$ cat src/rtl/frame_aligner.sv
// frame_aligner
//   Hunts for a 6-bit sync word inside a 10-bit sliding window built from a
//   6-bit parallel stream (bit 0 oldest). It locks once the sync word recurs
//   at the same bit offset every FRAME_LEN beats. While locked, it presents
//   the window and the locked offset to the downstream 6-of-10 slice stage.
//
// Ports
//   CLK        in   1   clock, rising edge
//   RESET      in   1   synchronous, active-high reset
//   in_data    in   6   input beat, bit 0 oldest
//   in_valid   in   1   in_data valid
//   in_ready   out  1   beat accepted when in_valid && in_ready
//   win        out  10  registered window, {newest beat, previous beat[5:2]}
//   sel        out  2   locked bit offset (slice = win[sel+5:sel])
//   out_valid  out  1   fresh beat held and state is LOCKED
//   out_ready  in   1   downstream accepts when out_valid && out_ready
//   sof        out  1   presented beat is the frame-start (sync) beat
//   locked     out  1   state is LOCKED
module frame_aligner #(
  parameter logic [5:0] SYNC       = 6'b101100,
  parameter int          FRAME_LEN  = 8,
  parameter int          LOCK_COUNT = 3,
  parameter int          LOSS_COUNT = 2
) (
  input  logic       CLK,
  input  logic       RESET,
  input  logic [5:0] in_data,
  input  logic       in_valid,
  output logic       in_ready,
  output logic [9:0] win,
  output logic [1:0] sel,
  output logic       out_valid,
  input  logic       out_ready,
  output logic       sof,
  output logic       locked
);

  localparam int FP_W   = $clog2(FRAME_LEN);
  localparam int HIT_W  = $clog2(LOCK_COUNT + 1);
  localparam int MISS_W = $clog2(LOSS_COUNT + 1);

  localparam logic [FP_W-1:0]   FP_LAST  = FP_W'(FRAME_LEN - 1);
  localparam logic [HIT_W-1:0]  HIT_MAX  = HIT_W'(LOCK_COUNT);
  localparam logic [MISS_W-1:0] MISS_MAX = MISS_W'(LOSS_COUNT);

  typedef enum logic [1:0] {
    ST_HUNT    = 2'd0,
    ST_CONFIRM = 2'd1,
    ST_LOCKED  = 2'd2
  } state_t;

  state_t              r_state;
  logic [9:0]          r_win;
  logic [1:0]          r_sel;
  logic                r_fresh;
  logic                r_seen1;
  logic                r_primed;
  logic [FP_W-1:0]     r_frame_pos;
  logic [HIT_W-1:0]    r_hit_cnt;
  logic [MISS_W-1:0]   r_miss_cnt;

  logic                w_out_valid;
  logic                w_consume;
  logic                w_in_ready;
  logic                w_accept;
  logic                w_hunt_found;
  logic [1:0]          w_hunt_k;
  logic                w_sel_match;
  logic                w_fp_zero;
  logic [FP_W-1:0]     w_fp_next;
  logic [HIT_W-1:0]    w_hit_inc;
  logic [MISS_W-1:0]   w_miss_inc;

  function automatic logic match_at(input logic [9:0] w, input logic [1:0] k);
    return w[k +: 6] == SYNC;
  endfunction

  function automatic logic [HIT_W-1:0] hit_sat_inc(input logic [HIT_W-1:0] c);
    return (c == HIT_MAX) ? c : c + HIT_W'(1);
  endfunction

  function automatic logic [MISS_W-1:0] miss_sat_inc(input logic [MISS_W-1:0] c);
    return (c == MISS_MAX) ? c : c + MISS_W'(1);
  endfunction

  // Handshake and search (combinational on registered state)
  always_comb begin
    w_out_valid = r_fresh && (r_state == ST_LOCKED);
    // A held beat is consumed when nobody downstream needs to see it, or
    // when downstream takes it; dropped beats drain without out_ready.
    w_consume   = r_fresh && (!w_out_valid || out_ready);
    w_in_ready  = !r_fresh || w_consume;
    w_accept    = in_valid && w_in_ready;

    w_hunt_found = 1'b0;
    w_hunt_k     = 2'd0;
    // Descending scan so the lowest matching offset wins.
    for (int k = 3; k >= 0; k--) begin
      if (match_at(r_win, 2'(k))) begin
        w_hunt_found = 1'b1;
        w_hunt_k     = 2'(k);
      end
    end

    w_sel_match = match_at(r_win, r_sel);
    w_fp_zero   = (r_frame_pos == '0);
    w_fp_next   = (r_frame_pos == FP_LAST) ? '0 : r_frame_pos + FP_W'(1);
    w_hit_inc   = hit_sat_inc(r_hit_cnt);
    w_miss_inc  = miss_sat_inc(r_miss_cnt);
  end

  // Window capture and alignment FSM
  always_ff @(posedge CLK) begin
    if (RESET) begin
      r_state     <= ST_HUNT;
      r_win       <= '0;
      r_sel       <= '0;
      r_fresh     <= 1'b0;
      r_seen1     <= 1'b0;
      r_primed    <= 1'b0;
      r_frame_pos <= '0;
      r_hit_cnt   <= '0;
      r_miss_cnt  <= '0;
    end else begin
      if (w_accept) begin
        r_win   <= {in_data, r_win[9:6]};
        r_seen1 <= 1'b1;
        if (r_seen1) r_primed <= 1'b1;
      end

      if (w_accept)       r_fresh <= 1'b1;
      else if (w_consume) r_fresh <= 1'b0;

      if (w_consume) begin
        case (r_state)
          ST_HUNT: begin
            // The first beat after reset has a half-empty window; skip it.
            if (r_primed && w_hunt_found) begin
              r_sel       <= w_hunt_k;
              r_frame_pos <= FP_W'(1);
              r_hit_cnt   <= HIT_W'(1);
              if (LOCK_COUNT == 1) begin
                r_state    <= ST_LOCKED;
                r_miss_cnt <= '0;
              end else begin
                r_state <= ST_CONFIRM;
              end
            end
          end
          ST_CONFIRM: begin
            r_frame_pos <= w_fp_next;
            if (w_fp_zero) begin
              if (w_sel_match) begin
                r_hit_cnt <= w_hit_inc;
                if (w_hit_inc == HIT_MAX) begin
                  r_state    <= ST_LOCKED;
                  r_miss_cnt <= '0;
                end
              end else begin
                r_state <= ST_HUNT;
              end
            end
          end
          ST_LOCKED: begin
            r_frame_pos <= w_fp_next;
            if (w_fp_zero) begin
              if (w_sel_match) begin
                r_miss_cnt <= '0;
              end else begin
                r_miss_cnt <= w_miss_inc;
                if (w_miss_inc == MISS_MAX) r_state <= ST_HUNT;
              end
            end
          end
          default: r_state <= ST_HUNT;
        endcase
      end
    end
  end

  // Output stage
  assign in_ready  = w_in_ready;
  assign win       = r_win;
  assign sel       = r_sel;
  assign out_valid = w_out_valid;
  assign sof       = w_out_valid && w_fp_zero;
  assign locked    = (r_state == ST_LOCKED);

endmodule

$ cat config.mk
export PLATFORM = sky130hd
export DESIGN_NAME = frame_aligner
export DESIGN_NICKNAME = d
export VERILOG_FILES = /design/src/rtl/frame_aligner.sv
export SDC_FILE = /design/constraint.sdc
export NUM_CORES = 1
export LEC_CHECK = 0
export BUFFER_PORTS_ARGS = -buffer_cell sky130_fd_sc_hd__buf_2
export CORE_ASPECT_RATIO = 0.75
export CORE_UTILIZATION = 54
export DETAILED_ROUTE_END_ITERATION = 10
export PLACE_DENSITY = 0.76
export SETUP_SLACK_MARGIN = 0.4
export SLEW_MARGIN = 20
export SYNTH_ARGS = -nofsm -noshare
export SYNTH_HDL_FRONTEND = slang
export SYNTH_SLANG_ARGS = --single-unit
$ cat constraint.sdc
create_clock -name CLK -period 2.4 [get_ports CLK]
set_clock_uncertainty 0.15 [all_clocks]
set_input_delay 0.12 -clock CLK [delete_from_list [all_inputs] [get_ports CLK]]
set_output_delay 0.12 -clock CLK [all_outputs]
set_load 0.02 [all_outputs]
==> results by group, run 1 <==
Cells and area
  – Post-layout nets: 207
  – Final Util: 73.76%
  – Synth-to-layout area growth: 28.22%
  – Post-Layout Cell Count: 223
  – N_diodes: 0
  – Fraction of layout cells with a size suffix above 1: about a third

CTS
  – CTS tree: yes
  – Register clock-pin slew on the reported worst setup and hold paths: 0.13 ns
  – Clock Tree Buf Depth: 2
  – CTS root buf: clkbuf_4
  – Sink Count: 24
  – H-tree Lvls: 1
  – CTS Buf Count: 3
  – Skew-Pair Late Insertion Delay: 0.32 ns

Logic synthesis
  – Yosys cell types: 36
  – Mapped Cells: roughly 150
  – Mapped Nets: around 170
  – Synthesized area: 1339 um2
  – Syn Area/Cell: approximately 8.9 um2
  – Synth area leaders: dfxtp_1 (36%), mux2i_1 (9.0%), ha_1 (6.5%)
  – Yosys top cell area share: 35.89%
  – Post-synthesis register bit count: 24
  – Top-count cell post-synth: dfxtp_1
  – Post-synth EDFFs: 0
  – Asr flop ratio synth: 0%
  – Register area share after synthesis: approximately 36%
  – Largest area contributor in the netlist: dfxtp_1
  – Commonest cells post-synth: dfxtp_1 (24), nor2_1 (17), inv_1 (14), mux2i_1 (12), a21oi_1 (11)
  – Main synth FF type: dfxtp_1
  – Synth Warn #: 0

Power
  – Total power: 0.7242 mW
  – Leakage: 0.7473 nW
  – Pwr Density: 421.9 nW/um2
  – VDD IR max: 0.0003651 V

Drt
  – Drt drc: 0
  – Vias: 1291
  – Vias per cell: 5.789
  – ANT nets after route: 0
  – Starting DRT DRC Count: 65
  – Avg WL per Cell: 14.14 um
  – Drt pass-1 iters: 5
  – Final wirelength: roughly 3200 um

Floorplanning
  – Num rows: 15
  – Die height: 45.12 um
  – Starting Density: 57.53%
  – Io pins: 26
  – Die Wd: 59.50 um
  – Core area: 2327 um2
  – Die area: 2684 um2

Global route
  – Vias in the first global route: 1112
  – Largest net degree at the start of global routing: 27
  – First-pass GRT wire length: roughly 4800 um
  – Gr usage total: 23.62%
  – GR Overflow Total: 0
  – Initial antenna violation count: 0

Setup path
  – Critical path class: flop to flop
  – Startpoint types: flop
  – Arrival time of the worst setup path: 2.17 ns
  – R2R Setup Slk: between 0.3 and 0.4 ns
  – Critical Path End Type: flop
  – Critical R2R Launch: win[6]$_SDFFE_PP0P_
  – Worst EP required: 2.50 ns
  – Crit path from: win[6]$_SDFFE_PP0P_
  – Crit Path Max Fanout: 5

Placed design
  – Port Buf Inserts: 25
  – GPL Wtd Cong: 0.8701
  – HPWL after DPL: 2205 um
  – Placed insts: 206

STA
  – Setup tns final: 0 ns
  – RSZ-0062 raised after global routing: yes
  – Period utilisation layout: 86.29%
  – Max-slew headroom: approximately two thirds
  – Worst Max-Slew Pin Slew: 0.4958 ns
  – Setup violators final: 0
  – Final hold violation count: 0
  – Final min period: 2.071 ns
  – Highest clock rate: between 400 and 500 MHz
  – Pins Over Slew Limit: 0

Worst hold path
  – Beginning of the worst hold path: out_ready
  – Hold WC Path Type: input port to flop

Run
  – Max-cap violations: 0

Outcome
  – Outcome: completed
[final timing paths]
path / endpoint / cells past startpoint
worst max-delay path: r_hit_cnt[0]$_SDFFE_PP0P_ / 5
worst min-delay path: r_miss_cnt[1]$_SDFFE_PP0P_ / 4
worst max register to register: r_hit_cnt[0]$_SDFFE_PP0P_ / 5
worst min register to register: r_seen1$_SDFFE_PP0P_ / 2
[state kept, by name (all words and copies together), names as in the netlist]
name and count:
win 10, r_frame_pos 3, r_hit_cnt 2, r_miss_cnt 2, r_state 2, sel 2
r_fresh 1, r_primed 1, r_seen1 1
[timing repair]
item,4_1_cts,5_1_grt
buffers inserted,3,3
setup endpoints to repair,5,20
pin swaps,2,8
hold endpoints to repair,8,0
hold buffers,7,0
resized for setup,1,8
[critical path, cell delays in order, from the launching register on]
cell and delay (ns):
dfxtp_4 0.40, and4bb_2 0.26, o21a_4 0.24, o311a_4 0.41
o221a_4 0.30, a221oi_2 0.23
[layer usage]
layer,wire length (um),share of wire (%),vias up,global-route usage (%)
met5,0,0,-,0
met4,45,1.4,0,5.116
met3,286,9.1,9,7.736
met2,1435,45,76,36.18
met1,1387,44,592,32.57
li1,-,-,614,-
[cells in the final DEF, fill, tap and decap left out, types with 2 or more instances in the layout]
cell            n
a21oi_1        10
a311oi_1        2
and2_1          2
and4bb_2        3
buf_2          25
buf_4           5
clkbuf_4        3
dfxtp_1        15
dfxtp_2         5
dfxtp_4         4
dlygate4sd3_1   7
ha_1            7
inv_1          14
mux2i_1        12
nand2_1         6
nand2b_1        5
nand2b_4        2
nand3_1         9
nor2_1         17
nor2b_1         2
nor3_1          2
o211ai_1        2
o21ai_0         2
o311ai_1        2
or4_1           2
[stage by stage]
| step | area, um2 | worst slack, ns | hold slack [ns] |
|---|---|---|---|
| final | 1717 | 0.3291 | 0.05195 |
| after global placement | 1525 | 0.3751 | 0.1996 |
| after floorplan | 1375 | 0.3827 | 0.09947 |
| after CTS | 1662 | 0.3506 | 0.02886 |
| after global routing | 1717 | 0.2542 | 0.05983 |
| after detailed placement | 1525 | 0.3499 | 0.2091 |
[final cells by class]
| type | count | area, um2 |
|---|---|---|
| Sequential cell | 24 | 501.7 |
| Clock buffer | 4 | 36.28 |
| Fill cell | 185 | 610.6 |
| Multi-Input combinational cell | 109 | 839.6 |
| Timing Repair Buffer | 38 | 244.0 |
| Tap cell | 34 | 42.54 |
| Inverter | 14 | 52.55 |
[power by group]
group / internal (mW) / total (mW) / switching (mW)
logic: 0.0415 / 0.0879 / 0.0464
registers: 0.409 / 0.421 / 0.0123
clock network: 0.0929 / 0.215 / 0.122
[kinds of logic after synthesis]
family / count (synthesis) / synth area share [%]
buffers and inverters: 18 / 5.140
muxes: 13 / 10.65
adders and majority gates: 7 / 6.542
and+or+nand+nor: 58 / 23.18
AOI/OAI and AO/OA: 31 / 18.60
DFF: 24 / 35.89
Power figures use the tool's default switching activity.
==> run 2: changes to the inputs <==
CORE_MARGIN = 3   (was unset)
==> results by group, run 2 (same netlist as run 1, synthesis figures left out) <==
Placed design
  – Worst slack, placed: approximately 0.3 ns
  – Port Buf Inserts: 25
  – HPWL after DPL: approximately 2400 um
  – GPL Wtd Cong: 0.8542
  – Placed insts: 204

Drt
  – Final wirelength: 4014 um
  – ANT nets after route: 0
  – Vias: 1357
  – Drt pass-1 iters: 4
  – Vias per cell: 6.031
  – Starting DRT DRC Count: 128
  – Drt drc: 0
  – Avg WL per Cell: around 18 um

CTS
  – CTS tree: yes
  – CTS root buf: clkbuf_4
  – H-tree Lvls: 1
  – CTS Buf Count: 3
  – Sink Count: 24
  – Clock Tree Buf Depth: 2
  – Skew-Pair Late Insertion Delay: ~0.33 ns
  – Register clock-pin slew on the reported worst setup and hold paths: 0.13 ns

Setup path
  – R2r worst-path depth: 6
  – CP Buf/Inv Count: 1
  – Critical path class: flop to flop
  – Startpoint types: flop
  – Arrival time of the worst setup path: around 2.2 ns
  – Worst EP required: 2.46 ns
  – Crit Path Max Fanout: 5
  – Worst path max stage delay: 0.51 ns
  – Critical R2R Launch: win[2]$_SDFFE_PP0P_
  – Crit path max-delay family: multiplexers
  – Critical path cell sequence: nand2b_4, or3_4, mux4_2, buf_6, o311ai_2, a21oi_1
  – R2R Setup Slk: around 0.25 ns
  – Critical Path End Type: flop
  – Worst r2r dst: r_miss_cnt[0]$_SDFFE_PP0P_
  – Highest-delay cell along the critical path: mux4_2

STA
  – Highest clock rate: approximately 470 MHz
  – Final min period: about 2.1 ns
  – Final worst slack: 0.2535 ns
  – Max-slew headroom: between 60 and 70%
  – Worst Max-Slew Pin Slew: 0.4744 ns
  – RSZ-0062 raised after global routing: yes
  – Final hold violation count: 0
  – Period utilisation layout: 89.44%
  – Pins Over Slew Limit: 0
  – Setup tns final: 0 ns
  – Setup violators final: 0

Global route
  – Vias in the first global route: 1241
  – GR Overflow Total: 0
  – Initial antenna violation count: 0
  – Gr usage total: about a quarter
  – Largest net degree at the start of global routing: 27
  – First-pass GRT wire length: between 5000 and 6000 um

Cells and area
  – Max reg flops: 10
  – Commonest cells after routing, fill and taps aside: buf_2 (25), nor2_1 (17), dfxtp_1 (15)
  – Fraction of layout cells with a size suffix above 1: 37.82%
  – Filler cell count: 140
  – Commonest non-fill, non-tap cell in the layout: buf_2
  – N_diodes: 0
  – Post-Layout Cell Count: around 230
  – Synth-to-layout area growth: 35.42%
  – Post-layout nets: 211

Floorplanning
  – Io pins: 26
  – Die area: 3119 um2
  – Core area: 2172 um2
  – Num rows: 14
  – Die height: a little under 50 um
  – Starting Density: around 60%
  – Die Wd: about 63 um

Run
  – Max-cap violations: 0

Outcome
  – Outcome: completed

Worst hold path
  – Hold Path Cell Cnt: 2
  – Beginning of the worst hold path: RESET
  – Hold EP: win[4]$_SDFFE_PP0P_
  – Hold WC Path Type: input port to flop

Power
  – VDD IR max: 0.0004456 V
  – Total power: between 0.7 and 0.8 mW
  – Pwr Density: 406.0 nW/um2
  – Leakage: slightly below 0.8 nW
[run 2: worst max-delay path by stage]
stage	from	slack [ns]	to	depth (start not counted)
floorplan	win[2]$_SDFFE_PP0P_	0.38	r_state[1]$_SDFFE_PP0P_	5
global placement	win[2]$_SDFFE_PP0P_	0.37	r_state[1]$_SDFFE_PP0P_	5
detailed placement	win[2]$_SDFFE_PP0P_	0.30	r_state[1]$_SDFFE_PP0P_	5
CTS	win[2]$_SDFFE_PP0P_	0.28	r_state[1]$_SDFFE_PP0P_	5
global route	win[1]$_SDFFE_PP0P_	0.21	r_miss_cnt[0]$_SDFFE_PP0P_	6
finish	win[2]$_SDFFE_PP0P_	0.25	r_miss_cnt[0]$_SDFFE_PP0P_	6
[run 2: through the flow]
step                      hold WS, ns  instance area [um2]  util [%]
after global routing          0.07083                 1813     83.47
after detailed placement       0.2087                 1523     70.10
after global placement         0.1972                 1523     70.10
after floorplan               0.09947                 1375         -
after CTS                     0.05327                 1753     80.70
final                         0.06913                 1813     83.47
[run 2: layer usage]
layer / global-route usage [%] / wire length (um) / share of wire [%] / up-vias
met3: 7.143 / 281 / 7.0 / 23
met4: 10.39 / 140 / 3.5 / 0
li1: - / - / - / 627
met5: 0 / 0 / 0 / -
met1: 29.17 / 1625 / 40 / 627
met2: 40.90 / 1967 / 49 / 80
[run 2: final cells by class]
class / count / area, um2 / share of cell area [%]
clock buffers: 4 / 36.28 / 2.001
inverters: 14 / 52.55 / 2.899
multi-input cells: 109 / 908.4 / 50.10
flip-flops and latches: 24 / 501.7 / 27.67
well taps: 32 / 40.04 / 2.208
repair buffers: 42 / 274.0 / 15.11
[run 2: timing repair]
| item | CTS | global route |
|---|---|---|
| hold buffers | 7 | 0 |
| cloned | 0 | 0 |
| setup endpoints to repair | 6 | 21 |
| gates resized for setup | 9 | 11 |
| buffers inserted | 9 | 1 |
| endpoints found under the hold margin | 8 | 0 |
| pin swaps | 8 | 8 |
[run 2: where the power goes]
part	switching (mW)	total, mW	internal, mW
registers	0.0126	0.422	0.409
clock network	0.125	0.218	0.0930
logic	0.0530	0.0966	0.0436
total	0.191	0.736	0.545
